### config.mk
export PLATFORM = sky130hd
export DESIGN_NAME = uart_rx_cfg
export DESIGN_NICKNAME = d
export VERILOG_FILES = /design/src/rtl/uart_rx_cfg.sv
export SDC_FILE = /design/constraint.sdc
export NUM_CORES = 1
export LEC_CHECK = 0
export ABC_AREA = 1
export CORE_MARGIN = 5
export CORE_UTILIZATION = 30
export CTS_CLUSTER_DIAMETER = 80
export DETAILED_ROUTE_END_ITERATION = 8
export GPL_ROUTABILITY_DRIVEN = 0
export PLACE_DENSITY = 0.45
export SLEW_MARGIN = 20
export SYNTH_ARGS = -nofsm -noshare
export SYNTH_HDL_FRONTEND = slang
export SYNTH_SLANG_ARGS = --single-unit
### constraint.sdc
create_clock -name sourceClk -period 4.45 [get_ports sourceClk]
set_clock_uncertainty 0.15 [all_clocks]
set_input_delay 0.445 -clock sourceClk [delete_from_list [all_inputs] [get_ports sourceClk]]
set_output_delay 0.445 -clock sourceClk [all_outputs]
set_load 0.03 [all_outputs]
### src/rtl/uart_rx_cfg.sv
// uart_rx_cfg: configurable UART receiver with 16x oversampling, 2-of-3 majority voting per bit
// and a one-word holding register that reports parity, framing, break and overrun conditions.
module uart_rx_cfg #(
    parameter int DATA_BITS = 8,
    parameter int PARITY    = 0,
    parameter int STOP_BITS = 1,
    parameter int DIV_WIDTH = 16
) (
    input  logic                 sourceClk,
    input  logic                 reset,
    input  logic                 rx_in,
    input  logic [DIV_WIDTH-1:0] baud_div,
    output logic [DATA_BITS-1:0] rx_data,
    output logic                 rx_valid,
    input  logic                 rx_ready,
    output logic                 rx_busy,
    output logic                 frame_err,
    output logic                 parity_err,
    output logic                 break_det,
    output logic                 overrun_err
);
    typedef enum logic [2:0] {ST_IDLE, ST_START, ST_DATA, ST_PARITY, ST_STOP, ST_DONE} state_t;

    localparam logic [3:0] LAST_DATA = 4'(DATA_BITS - 1);
    localparam logic [3:0] LAST_STOP = 4'(STOP_BITS - 1);

    state_t               state, state_nxt;
    logic [1:0]           sync, primed;
    logic                 rx_s, rx_prev, fall;
    logic [DIV_WIDTH-1:0] div_cnt;
    logic                 tick, smp, bit_end, maj, s7, s8;
    logic [3:0]           tcnt, bcnt;
    logic [DATA_BITS-1:0] shreg;
    logic                 par_bit, any_one, ferr, done_seen, first, load, par_bad;

    assign rx_s    = sync[1];
    assign fall    = rx_prev & ~rx_s;
    assign tick    = div_cnt >= baud_div;
    assign smp     = tick && tcnt == 4'd9;
    assign bit_end = tick && tcnt == 4'd15;
    assign maj     = (s7 & s8) | (s7 & rx_s) | (s8 & rx_s);
    assign first   = state == ST_DONE && !done_seen;
    assign load    = first && (!rx_valid || rx_ready);
    assign par_bad = (PARITY != 0) && ((^shreg ^ par_bit) == (PARITY == 2));
    assign rx_busy = state != ST_IDLE;

    always_ff @(posedge sourceClk or negedge reset) begin
        if (!reset) state <= ST_IDLE;
        else        state <= state_nxt;
    end

    always_comb begin
        state_nxt = state;
        case (state)
            ST_IDLE:   state_nxt = fall ? ST_START : ST_IDLE;
            ST_START:  state_nxt = (smp && maj) ? ST_IDLE : bit_end ? ST_DATA : ST_START;
            ST_DATA:   if (bit_end && bcnt == LAST_DATA) state_nxt = (PARITY != 0) ? ST_PARITY : ST_STOP;
            ST_PARITY: if (bit_end) state_nxt = ST_STOP;
            ST_STOP:   if (smp && bcnt == LAST_STOP) state_nxt = ST_DONE;
            ST_DONE:   if (any_one || rx_s) state_nxt = ST_IDLE;
            default:   state_nxt = ST_IDLE;
        endcase
    end

    // primed keeps the post-reset synchronizer contents from posing as a falling edge
    always_ff @(posedge sourceClk or negedge reset) begin
        if (!reset) begin
            sync      <= 2'b11;
            primed    <= 2'b00;
            rx_prev   <= 1'b0;
            div_cnt   <= '0;
            tcnt      <= 4'd0;
            bcnt      <= 4'd0;
            s7        <= 1'b1;
            s8        <= 1'b1;
            shreg     <= '0;
            par_bit   <= 1'b0;
            any_one   <= 1'b0;
            ferr      <= 1'b0;
            done_seen <= 1'b0;
        end else begin
            sync      <= {sync[0], rx_in};
            primed    <= {primed[0], 1'b1};
            rx_prev   <= rx_s & primed[1];
            div_cnt   <= (state == ST_IDLE || tick) ? '0 : div_cnt + DIV_WIDTH'(1);
            tcnt      <= (state == ST_IDLE) ? 4'd0 : tick ? tcnt + 4'd1 : tcnt;
            bcnt      <= (state != state_nxt) ? 4'd0 : bit_end ? bcnt + 4'd1 : bcnt;
            done_seen <= state == ST_DONE;
            if (tick && tcnt == 4'd7) s7 <= rx_s;
            if (tick && tcnt == 4'd8) s8 <= rx_s;
            if (state == ST_IDLE) begin
                any_one <= 1'b0;
                ferr    <= 1'b0;
            end else if (smp && state == ST_DATA) begin
                shreg   <= {maj, shreg[DATA_BITS-1:1]};
                any_one <= any_one | maj;
            end else if (smp && state == ST_PARITY) begin
                par_bit <= maj;
                any_one <= any_one | maj;
            end else if (smp && state == ST_STOP) begin
                ferr    <= ferr | ~maj;
                any_one <= any_one | maj;
            end
        end
    end

    // a held, unaccepted word wins over a newly completed frame
    always_ff @(posedge sourceClk or negedge reset) begin
        if (!reset) begin
            rx_data     <= '0;
            rx_valid    <= 1'b0;
            frame_err   <= 1'b0;
            parity_err  <= 1'b0;
            break_det   <= 1'b0;
            overrun_err <= 1'b0;
        end else begin
            overrun_err <= first && rx_valid && !rx_ready;
            rx_valid    <= load | (rx_valid & ~rx_ready);
            if (load) begin
                rx_data    <= shreg;
                frame_err  <= ferr;
                parity_err <= par_bad;
                break_det  <= ~any_one;
            end
        end
    end
endmodule

Word level (Yosys, flattened, before mapping)

Cells that the tools add are included.
Widths: inputs -> output; s select.

Input port bits: 20
Logic and storage cells: 101
Flip-flop bits (word level): 57

Equal/unequal tests: 13
Reduce and logical (&&, ||, !) cells: 29
Multiplexer cells: 21
$add $sub $neg: 3
$lt $le $gt $ge: 1
Bitwise operators: 16

Operators by type and width:

| cell                  | number |
|---|---|
| $pmux 3 s6            | 1 |
| $add 16x1->16 const B | 1 |
| $ge 16x16->1          | 1 |
| $mux 16               | 1 |
| $mux 4                | 4 |
| $logic_and 1x1->1     | 14 |
| $eq 4x4->1 const B    | 3 |
| $mux 3                | 4 |
| $mux 1                | 9 |
| $add 4x1->4 const B   | 2 |
| $eq 4x3->1 const B    | 2 |
| $and 1x1->1           | 6 |
| $eq 3x2->1 const B    | 2 |
| $eq 3x3->1 const B    | 2 |
| $reduce_bool 2->1     | 3 |
| $not 1->1             | 5 |
| $or 1x1->1            | 5 |
| $logic_not 4->1       | 1 |
| $mux 2                | 2 |
| $ne 2x2->1 const B    | 2 |
| $reduce_bool 4->1     | 1 |
| $eq 3x1->1 const B    | 1 |
| $logic_not 1->1       | 3 |
| $logic_not 3->1       | 1 |
| other kinds (5)       | 7 |

Depth between registers and ports, before layout

Word-level depth: 9
Depth in mapped cells: 19
Depth with buffers taken out: 18

Worst setup path after synthesis

Ideal clock, no wire load.

Kind: in2reg
Start: in baud_div[3]
End: reg shreg[6]
Library setup time: 0.117 ns
Path slack: 2.360 ns
Arrival time: 1.822 ns
Cell stages on the path: 16
Cells stage by stage: inv_1 > ha_1 > nand2_1 > nor2_1 > nor2_1 > nand2_1 > nand2_1 > nand2_1 > nand2_1 > nand2_2 > inv_2 > nor3_2 > nand2_2 > buf_6 > nand2_1 > o21ai_2

Cells in the longest elaborated chain, start to end: 4

Ends and longest elaborated chain:

| element                    | RTL line | source |
|---|---|---|
| start: declaration         | 12       | `input logic [DIV_WIDTH-1:0] baud_div,` |
| $ge 16x16->1               | 38       | `assign tick = div_cnt >= baud_div;` |
| $logic_and 1x1->1          | 39       | `assign smp = tick && tcnt == 4'd9;` |
| $logic_and 1x1->1          | 94       | `end else if (smp && state == ST_DATA) begin` |
| $reduce_and 2->1 (no line) | --       |  |
| end signal: assignment     | 95       | `shreg <= {maj, shreg[DATA_BITS-1:1]};` |
| end: declaration           | 33       | `logic [DATA_BITS-1:0] shreg;` |

Every way passes these cells.
A chain may end at the register's enable or synchronous reset.

Worst setup path in the final report

Start: reg state[0]
End: out rx_busy

Cells in the longest elaborated chain, start to end: 1

Ends and longest elaborated chain:

| element                  | RTL line | source |
|---|---|---|
| start: declaration       | 27       | `state_t state, state_nxt;` |
| start signal: assignment | 49       | `else state <= state_nxt;` |
| $reduce_bool 3->1        | 45       | `assign rx_busy = state != ST_IDLE;` |
| end: declaration         | 16       | `output logic rx_busy,` |

Every way passes these cells.

==> results.py <==
metrics = {
    "sta": {
        "max_slew_margin_pct": 50.96,
        "worst_pin_slew_ps": 735.6,
        "finalHoldViolCount": 0,
        "holdWs_ps": 82.88,
        "rsz0062_at_grt": "false",
        "finalCriticalPeriod_ps": 2777,
        "post-route-period-util_pct": 62.40,
        "report.final.slew_viol_count": 0,
        "max_freq_mhz": 360.1,
        "setup_tns_ps": 0,
        "setup_viol": 0,
    },
    "synthesis": {
        "async_flop_share_pct": 100.0,
        "yosys_warnings": 0,
        "synth-compound-area-share_pct": 10.26,
        "synthMuxAreaShare_pct": 0.3622,
        "avgSynthCellArea_um2": 8.858,
        "synth-seq-cells": 57,
        "synthesis.area_um2": 3109,
        "synthSimpleGateAreaFrac_pct": 22.90,
        "synth-xor-area-share_pct": 1.972,
        "synthesis.nets": 393,
        "synthCells": 351,
        "yosys_most_used_dff": "dfrtp_1",
        "synth_top_family_by_area": "simple AND/OR/NAND/NOR gates",
        "ys_seq_area_share_pct": 46.04,
        "synth_cell_type_count": 42,
        "synth_fa_ha_area_share_pct": 8.853,
        "synth_edf_count": 0,
    },
    "clock_tree": {
        "clock_sinks": 57,
        "cts_tree": "built",
        "clockBufferDepth": 2,
        "postCtsSetupBuffers": 0,
        "clk_latency_ps": 340,
        "cts_hold_buf": 0,
        "cts-buffers-inserted": 9,
        "clk_pin_slew_ps": 70,
        "root_buffer": "clkbuf_8",
        "ctsHtreeMaxLevel": 3,
        "ctsResizeCount": 0,
    },
    "route": {
        "vias": 2290,
        "initialDrtViolationCount": 82,
        "drt-total-wl_um": 5714,
        "postRouteAntennaNets": 0,
        "wl_per_cell_um": 10.76,
        "drc_errors": 0,
        "drt-pass1-iter-count": 4,
        "drt-vias-per-instance": 4.313,
    },
    "setup_path": {
        "path_buf_inv": 2,
        "cp_max_fo": 7,
        "critPathLaunch": "state[0]",
        "cp.depth": 3,
        "cpMaxStageDelayCell": "clkdlybuf4s50_1",
        "start_kind": "flop",
        "cpPeakStageDelay_ps": 660,
        "crit_arrival_ps": 2180,
        "worstPathRequired_ps": 3860,
        "cp_top_family": "buffers and inverters",
        "r2r_cells": 14,
        "worstPathCellList": "nor3_1 > inv_1 > clkdlybuf4s50_1",
        "critical_path_class": "reg2out",
        "worstSetupEndpointType": "primary output",
        "reg2reg_from": "div_cnt[3]",
    },
    "global_routing": {
        "grt_usage_pct": 9.701,
        "grt_util_met3_pct": 2.337,
        "grt_pass1_vias": 2228,
        "grt_max_degree": 58,
        "use_met1_pct": 12.25,
        "grt_pass1_wl_um": 9991,
        "grt_use_met2_pct": 14.91,
        "grt.busiest_layer": "met2",
        "grt_overflow": 0,
        "antenna_found_initial": 0,
    },
    "worst_hold_path": {
        "hold_class": "in2async",
    },
    "floorplan": {
        "die_w_um": 111.8,
        "die_area_um2": 12500,
        "io_pins": 34,
        "core-area_um2": 10230,
        "initial_core_util_pct": 30.39,
        "die_y_um": 111.8,
        "rows": 37,
    },
    "placed_design": {
        "portBuffers": 32,
        "dpl.hpwl_um": 4191,
    },
    "finish": {
        "final_util_pct": 37.12,
        "final_nets": 432,
        "drive_gt1_share_pct": 15.70,
        "num_antenna_cells": 0,
        "synthToLayoutAreaGrowth_pct": 22.13,
        "layout_commonest_cell": "inv_1",
        "final_cell_mix": "inv_1, nand2_1, dfrtp_1, clkdlybuf4s50_1, nor2_1",
    },
    "status": {
        "status": "complete, no violations",
    },
    "pwr": {
        "ir_drop_v": 0.0001431,
        "power.density_nw_per_um2": 355.0,
        "leakage_uw": 0.001816,
    },
    "job": {
        "cap_violations": 0,
    },
}
-- path summary, 6_finish.rpt --
kind | endpoint | slack (ps)
setup / recovery | rx_busy | 1670
hold / removal | rx_data[4] | 80
setup reg to reg | shreg[1] | 1950
hold reg to reg | primed[1] | 200
max in group asynchronous | state[2] | 3560
min in group sourceClk | primed[1] | 200
-- power by group --
part	leakage (uW)	internal [uW]	switching (uW)
clock network	0.000115	371	221
logic	0.000967	77.6	91.2
registers	0.000734	551	36.1
-- state kept, by name, indices dropped and copies added (netlist names) --
register     count
div_cnt         16
rx_data          8
shreg            8
bcnt             4
tcnt             4
state            3
primed           2
sync             2
any_one          1
break_det        1
done_seen        1
ferr             1
frame_err        1
overrun_err      1
rx_prev          1
rx_valid         1
s7               1
s8               1
-- cell usage after synthesis (all sizes together) (6+ instances only) --
cell type,count,area [um2]
inv,65,244.0
nand2,62,266.5
xor2,6,52.55
nand3,17,105.1
ha,22,275.3
o21ai,25,155.1
dfrtp,53,1326
nor3,18,105.1
nor2,32,145.1
a21oi,18,93.84
-- layer usage --
metal	routed length, um	part of all wire, %
met4	116	2.0
met1	2820	49
met5	0	0
met3	210	3.7
met2	2566	45
-- cell families (layout without fill, tap and decap cells) --
family | Yosys count | in the layout
DFF | 57 | 57
muxes | 1 | 1
AOI/OAI and AO/OA | 51 | 51
xor gates and xnor gates | 7 | 7
and+or+nand+nor | 141 | 141
other | 2 | 2
buffers and inverters | 70 | 114
adders and majority gates | 22 | 22
-- final cells by class --
class	instances	area (um2)
multi-input cells	224	1386
flip-flops and latches	57	1431
clock buffers	9	123.9
clock inverters	7	118.9
repair buffers	33	322.8
fillers	1072	6434
well taps	136	170.2
inverters	65	244.0
-- metrics by stage --
step | setup slack (ps) | instance area (um2) | cells | power (uW)
final | 1673 | 3797 | 531 | 1348
after global placement | 1397 | 3555 | 515 | 763.4
after CTS | 1586 | 3797 | 531 | 1371
after floorplan | 2360 | 3109 | 351 | 708.3
after detailed placement | 1352 | 3555 | 515 | 769.4
after global routing | 1471 | 3797 | 531 | 1429
Note: power is estimated with default switching activity, not from simulation.
